$ cat config.mk
export PLATFORM = sky130hd
export DESIGN_NAME = char_render_ctrl
export DESIGN_NICKNAME = d
export VERILOG_FILES = /design/src/rtl/video_pkg.sv /design/src/rtl/char_render_ctrl_serializer.sv /design/src/rtl/char_render_ctrl.sv
export SDC_FILE = /design/constraint.sdc
export NUM_CORES = 1
export LEC_CHECK = 0
export CAP_MARGIN = 20
export CORE_ASPECT_RATIO = 1.25
export CORE_MARGIN = 5
export CORE_UTILIZATION = 45
export CTS_BUF_LIST = sky130_fd_sc_hd__clkbuf_8
export DETAILED_ROUTE_END_ITERATION = 10
export GPL_TIMING_DRIVEN = 0
export HOLD_SLACK_MARGIN = 0.05
export PLACE_DENSITY = 0.77
export SYNTH_ARGS = -nofsm -noshare
export SYNTH_HDL_FRONTEND = slang
export SYNTH_HIERARCHICAL = 1
export SYNTH_SLANG_ARGS = --single-unit
$ cat constraint.sdc
create_clock -name clk -period 6.65 [get_ports clk]
set_input_delay 1.6625 -clock clk [delete_from_list [all_inputs] [get_ports clk]]
set_output_delay 1.6625 -clock clk [all_outputs]
set_load 0.05 [all_outputs]
$ cat src/rtl/video_pkg.sv
// Shared types and geometry for the character renderer.
package video_pkg;

   typedef enum logic [1:0] {
      IDLE  = 2'd0,
      FETCH = 2'd1,
      WAIT  = 2'd2,
      DRAW  = 2'd3
   } state_t;

   localparam int GLYPH_W       = 8;
   localparam int GLYPH_H       = 8;
   localparam int GLYPH_BITS    = GLYPH_W * GLYPH_H;
   localparam int NUM_CHARS_DEF = 40;
   localparam int COLS_DEF      = 40;
   localparam int ROWS_DEF      = 30;
   localparam int SCREEN_W_DEF  = COLS_DEF * GLYPH_W;
   localparam int FB_AW_DEF     = 17;

endpackage

$ cat src/rtl/char_render_ctrl_serializer.sv
// Holds one 8x8 glyph and walks it row-major, one pixel per taken write.
module glyph_serializer
   import video_pkg::*;
(
   input  logic                  clk,
   input  logic                  reset,
   input  logic                  load,
   input  logic [GLYPH_BITS-1:0] load_data,
   input  logic                  advance,
   output logic [5:0]            pix_idx,
   output logic                  pix,
   output logic                  last
);

   logic [GLYPH_BITS-1:0] glyph_q, glyph_d;
   logic [5:0]            idx_q, idx_d;

   always_comb begin
      glyph_d = glyph_q;
      idx_d   = idx_q;
      if (load) begin
         glyph_d = load_data;
         idx_d   = 6'd0;
      end else if (advance) begin
         idx_d = idx_q + 6'd1;
      end
   end

   always_ff @(posedge clk or posedge reset) begin
      if (reset) begin
         glyph_q <= '0;
         idx_q   <= 6'd0;
      end else begin
         glyph_q <= glyph_d;
         idx_q   <= idx_d;
      end
   end

   assign pix_idx = idx_q;
   // bit 63 is the top-left pixel, so 63-p is simply the complement of p
   assign pix     = glyph_q[~idx_q];
   assign last    = (idx_q == 6'd63);

endmodule

$ cat src/rtl/char_render_ctrl.sv
// Draw-character sequencer: one glyph ROM read, then 64 pixel writes.
//
// state | meaning
// IDLE  | ready for a request; range check on accept
// FETCH | glyph ROM read enable (suppressed for blank codes)
// WAIT  | ROM data returns; glyph latched at end of cycle
// DRAW  | one pixel write per cycle, held while fb_stall
module char_render_ctrl
   import video_pkg::*;
#(
   parameter int NUM_CHARS = NUM_CHARS_DEF,
   parameter int COLS      = COLS_DEF,
   parameter int ROWS      = ROWS_DEF,
   parameter int SCREEN_W  = SCREEN_W_DEF,
   parameter int FB_AW     = FB_AW_DEF
) (
   input  logic                  clk,
   input  logic                  reset,
   input  logic                  req_valid,
   output logic                  req_ready,
   input  logic [5:0]            req_char,
   input  logic [5:0]            req_col,
   input  logic [4:0]            req_row,
   output logic                  charprint,
   output logic [5:0]            character,
   input  logic [GLYPH_BITS-1:0] vdata,
   output logic                  fb_we,
   output logic [FB_AW-1:0]      fb_addr,
   output logic                  fb_data,
   input  logic                  fb_stall,
   output logic                  busy,
   output logic                  done,
   output logic                  err
);

   state_t     state_q, state_d;
   logic [5:0] code_q, code_d;
   logic [5:0] col_q, col_d;
   logic [4:0] row_q, row_d;
   logic [5:0] character_q, character_d;
   logic       charprint_q, charprint_d;
   logic       fb_we_q, fb_we_d;
   logic       busy_q, busy_d;
   logic       req_ready_q, req_ready_d;
   logic       err_q, err_d;

   logic                  in_range, blank, taken, last, pix;
   logic [5:0]            pix_idx;
   logic [GLYPH_BITS-1:0] load_data;
   logic [FB_AW-1:0]      pix_x, pix_y;

   assign in_range  = (req_col < 6'(COLS)) && (req_row < 5'(ROWS));
   assign blank     = (code_q >= 6'(NUM_CHARS));
   assign taken     = (state_q == DRAW) && !fb_stall;
   assign load_data = blank ? '0 : vdata;

   glyph_serializer u_ser (
      .clk       (clk),
      .reset     (reset),
      .load      (state_q == WAIT),
      .load_data (load_data),
      .advance   (taken),
      .pix_idx   (pix_idx),
      .pix       (pix),
      .last      (last)
   );

   always_comb begin
      state_d     = state_q;
      code_d      = code_q;
      col_d       = col_q;
      row_d       = row_q;
      character_d = character_q;
      err_d       = 1'b0;
      case (state_q)
         IDLE: begin
            if (req_valid) begin
               if (in_range) begin
                  state_d     = FETCH;
                  code_d      = req_char;
                  col_d       = req_col;
                  row_d       = req_row;
                  character_d = req_char;
               end else begin
                  err_d = 1'b1;
               end
            end
         end
         FETCH:   state_d = WAIT;
         WAIT:    state_d = DRAW;
         DRAW:    if (taken && last) state_d = IDLE;
         default: state_d = IDLE;
      endcase
      // blank codes never touch the ROM; the cell is cleared with zeros
      charprint_d = (state_d == FETCH) && (code_d < 6'(NUM_CHARS));
      fb_we_d     = (state_d == DRAW);
      busy_d      = (state_d != IDLE);
      req_ready_d = (state_d == IDLE);
   end

   always_ff @(posedge clk or posedge reset) begin
      if (reset) begin
         state_q     <= IDLE;
         code_q      <= 6'd0;
         col_q       <= 6'd0;
         row_q       <= 5'd0;
         character_q <= 6'd0;
         charprint_q <= 1'b0;
         fb_we_q     <= 1'b0;
         busy_q      <= 1'b0;
         req_ready_q <= 1'b1;
         err_q       <= 1'b0;
      end else begin
         state_q     <= state_d;
         code_q      <= code_d;
         col_q       <= col_d;
         row_q       <= row_d;
         character_q <= character_d;
         charprint_q <= charprint_d;
         fb_we_q     <= fb_we_d;
         busy_q      <= busy_d;
         req_ready_q <= req_ready_d;
         err_q       <= err_d;
      end
   end

   assign pix_y   = FB_AW'({row_q, pix_idx[5:3]});
   assign pix_x   = FB_AW'({col_q, pix_idx[2:0]});
   assign fb_addr = pix_y * FB_AW'(SCREEN_W) + pix_x;
   assign fb_data = pix;

   assign req_ready = req_ready_q;
   assign charprint = charprint_q;
   assign character = character_q;
   assign fb_we     = fb_we_q;
   assign busy      = busy_q;
   assign err       = err_q;
   assign done      = taken && last;

endmodule

### Word-level counts from Yosys, hierarchy flattened

Index checks and enable logic that the tools add are counted.

* flip-flop bits (word level): 100
* bits in latches: 0
* bits in writable memories: 0
* bits in read-only memories: 0
* bits of input ports: 85
* output and inout port bits: 30
* word-level logic and storage cells: 52
* memories: 0

* $add $sub $neg: 2
* $mul: 1
* divide/modulo/power cells: 0
* $lt $le $gt $ge: 5
* equality and inequality tests: 6
* shifts and indexed selects: 0
* mux-type cells: 15
* bitwise gates (word level): 1
* reduce and logical (&&, ||, !) cells: 10

Operators with widths (number)
* $mux 64: 1
* $mux 6: 5
* $add 17x9->17: 1
* $lt 6x6->1 const B: 2
* $mul 8x3->11 const B: 1
* $pmux 2 s4: 1
* $lt 6x7->1 const B: 1
* $add 6x1->6 const B: 1
* $bmux 1 s6: 1
* $eq 2x2->1 const B: 3
* $eq 6x6->1 const B: 1
* $ge 6x6->1 const B: 1
* $mux 2: 3
* $not 6->6: 1
* $lt 5x5->1 const B: 1
* $eq 2x1->1 const B: 2
* $logic_and 1x1->1: 4
* $logic_not 2->1: 2
* $mux 1: 4
* $reduce_bool 2->1: 2
* $reduce_and 3->1: 1
* $logic_not 1->1: 1

### Longest topological paths before layout

* word-level depth: 7
* gate-level depth with buffers: 8
* depth with buffers taken out: 8

### By module

Netlist, hierarchy kept.

By module, submodules not included
* glyph_serializer: times used 1, cells an instance 203, area each 3204.3 µm², sequential area each 1751.7 µm²
* char_render_ctrl: times used 1, cells an instance 250, area each 2078.2 µm², sequential area each 676.9 µm²

### Worst setup path before layout

No wires, ideal clock.

* kind: reg2out
* start point: register u_ser.idx_q[4] (netlist: u_ser/pix_idx[4])
* end point: output fb_addr[14]
* arrival: 2.866 ns
* required time: 4.987 ns
* setup slack: 2.122 ns
* stages on the path, launching flop included: 9
* buffers on the path: 0
* path through: dfrtp_1 > ha_1 > ha_1 > fa_1 > a211oi_2 > nor2_1 > xor2_2 > nand3b_4 > xnor2_1

* word-level cells in the longest chain between the ends: 2

Ends and longest elaborated chain
* start: declaration: line char_render_ctrl_serializer.sv:16 `logic [5:0] idx_q, idx_d;`
* start signal: assignment: line char_render_ctrl_serializer.sv:35 `idx_q <= idx_d;`
* $mul 8x3->11: line char_render_ctrl.sv:129 `assign fb_addr = pix_y * FB_AW'(SCREEN_W) + pix_x;`
* $add 17x9->17: line char_render_ctrl.sv:129
* end: declaration: line char_render_ctrl.sv:28 `output logic [FB_AW-1:0] fb_addr,`

Every way passes these cells.

### Final worst setup path

* start point: register u_ser.idx_q[4] (netlist: u_ser/pix_idx[4])
* end point: output fb_addr[16]

The elaborated chain is that of the path after synthesis.

==> results.md <==
* PD cells at 297.4 nW/µm²
* Post-CTS repair timing setup buffer count at 0
* Leak at 2.919 nW
* Reg clk slew, reported paths at ~90 ps
* Routed met1 length at 4.935 mm
* DR vias/cell at between 5 and 6
* Post-synth top area cell: dfrtp_1
* Metal2 WL at 6.147 mm
* Die Y at 131.1 µm
* DRT antenna net count at 0
* Remaining Overflow, GRT at 0
* Total GRT Usage at 17.29%
* Flip-flop and latch count after synthesis at 97
* Post-synth top flop: dfrtp_1
* Hold slack at between 400 and 500 ps
* Clock tree from TritonCTS: done
* Final hold violation count at 0
* Post-DP HPWL at 9.256 mm
* CTS Buf Count at 9
* Top post-synthesis cells by area: dfrtp_1 (45%), mux2_2 (14%), and2_1 (7.8%)
* Top Ports at 115
* Crit start category: flop
* Routed Wire Length at 11.79 mm
* Post-synth cell types at 47
* Slew Limit Fails at 0
* Root buffer cell: clkbuf_8
* RSZ-0062 raised after global routing: false
* Residual DRC at 0
* Max FO, Critical Path at 9
* Peak Freq at ~180 MHz
* Seq/Total Area, Yosys at 45.97%
* Worst Setup End Kind: primary output
* Pre-CTS WS at between 1000 and 1500 ps
* Most frequent cells in the layout: clkdlybuf4s50_1 (114), dfrtp_1 (96), and2_1 (66)
* Peak supply drop at 0.2312 mV
* Met3 routed WL at 584 µm
* Max transition margin at 32.43%
* Core region area at around 12000 µm²
* Max Root-Sink Buffers at 2
* 1st-iter DRT viols at 220
* Most common cell after layout, fill and taps aside: clkdlybuf4s50_1
* Worst-Skew Late Latency at 370 ps
* H-tree depth at 3
* IO Port Bufs at 114
* WL per Instance at 16.33 µm
* Design area at 6824 µm²
* Area of placed instances at 6599 µm²
* Die ar. at 14020 µm²
* Sum of negative setup slack at 0 ps
* Setup violators final at 0
* Diodes inserted at 0
* GP Congestion at 0.8349
* Hold WC Path Type: reg -> reg
* Clock skew at a little under 10 ps
* Vias in the first global route at 4079
* YS warnings at 6
* DRT Pass-1 Iters at 4
* Worst EP arrival at around 3800 ps
* Pwr Total at 2.030 mW
* Cell area after synthesis at ~5300 µm²
* Share of post-route cells with drive strength above 1 at 17.98%
* Post-CTS Hold Fix Bufs at 0
* Post-Syn Instances at 453
* EDFF count, synth at 0
* Mapped Nets at ~560
* Global-route wire length before repair at 19.52 mm
* Worst Slack Setup Final at between 1000 and 1500 ps
* Min cycle time layout at 5434 ps
* Layout overhead on the synthesized area at 29.18%
* FP Rows at 44
* Top sig layer: met4
* Antenna violations before repair at 0
* Final period util at 81.72%
* Actual slew at the worst max-slew pin at 1007 ps
* Avg Cell Area, Syn at 11.66 µm²
* Clk sink count at 97
* Crit Path Class: reg -> out
* Die Width at 106.9 µm
* Share of the synthesized area in the top cell type at 45.48%
* Total Nets Final at 682
* CP required at 4990 ps
* Status: finished clean
* Via count at 3798
* Max Cap Viol at 0
* Effective utilization at floorplan at 45.69%
* Filler instances at 966
* Fraction of registers with async set/reset at 100.0%
* Largest net degree at the start of global routing at just over 70
* CTS resizes at 0
[worst max-delay path, stage by stage, from the launching register on]
cell and delay, ps:
dfrtp_1 550, ha_1 300, ha_1 250, fa_1 440, xor2_1 300, o2111ai_1 230, nand3b_4 220, o32ai_2 260
clkdlybuf4s50_1 840
[power breakdown]
part,leakage (nW),internal (mW),switching [mW]
Sequential,1.16,0.699,0.0784
Clock,0.0971,0.182,0.203
Combinational,1.66,0.425,0.443
[cell usage after synthesis (3+ instances only)]
cell type  count
nand2_1       59
xnor2_1        8
nand3_1        5
inv_1          8
nand4_1        3
mux4_2         4
mux4_1        12
mux2_2        64
o21ai_0        8
a22oi_1        7
a21oi_1        9
buf_4          6
nor2_1        15
clkbuf_1      18
and2_1        66
nor3_1         3
xor2_1         6
nor2b_1        5
ha_1          16
dfrtp_1       96
[final timing paths]
| kind | start | endpoint | slack (ps) | cells after the start |
|---|---|---|---|---|
| max | u_ser/pix_idx[4] | fb_addr[16] | 1220 | 8 |
| min reg2reg | character[2] | character[2] | 480 | 2 |
| min | character[2] | character[2] | 480 | 2 |
| max reg2reg | u_ser/pix_idx[1] | u_ser/pix_idx[5] | 4350 | 5 |
| min in group asynchronous | reset | state_q[1] | 1610 | 2 |
| max in group asynchronous | reset | u_ser/glyph_q[9] | 4240 | 2 |
[sequential cells by signal, summed over array words and instances, names as in the netlist]
register	cells
fb_we	1
err	1
character	6
charprint	1
col_q	6
u_ser/glyph_q	64
code_q	3
busy	1
req_ready	1
row_q	5
state_q	2
u_ser/pix_idx	6
[metrics by stage]
stage / util, % / cells
5_1_grt: 59.03 / 722
2_1_floorplan: - / 453
3_3_place_gp: 57.06 / 705
6_report: 59.03 / 722
3_5_place_dp: 57.08 / 705
4_1_cts: 58.79 / 721
[metal layers]
layer / up-vias / global-route usage [%]
li1: 1824 / -
met1: 1861 / 21.23
met2: 103 / 30.85
met3: 10 / 3.876
met4: 0 / 3.980
met5: - / 0
[logic make-up after synthesis]
| family | share of synthesized area, % |
|---|---|
| AND/OR/NAND/NOR | 16.18 |
| flip-flops | 45.97 |
| multiplexers | 21.51 |
| AO/OA/AOI/OAI | 5.685 |
| buffers and inverters | 3.482 |
| adder cells (fa/ha/maj) | 4.548 |
| XOR/XNOR | 2.629 |
[cell type report]
cell class	count	area, µm²	share of cell area [%]
plain buffers	28	153.9	2.255
repair buffers	115	1169	17.13
clock inverters	6	60.06	0.8801
clock buffers	10	137.6	2.017
multi-input cells	320	2670	39.13
well taps	138	172.7	2.530
flip-flops and latches	97	2429	35.59
inverters	8	32.53	0.4767
(Power assumes the default switching activity.)
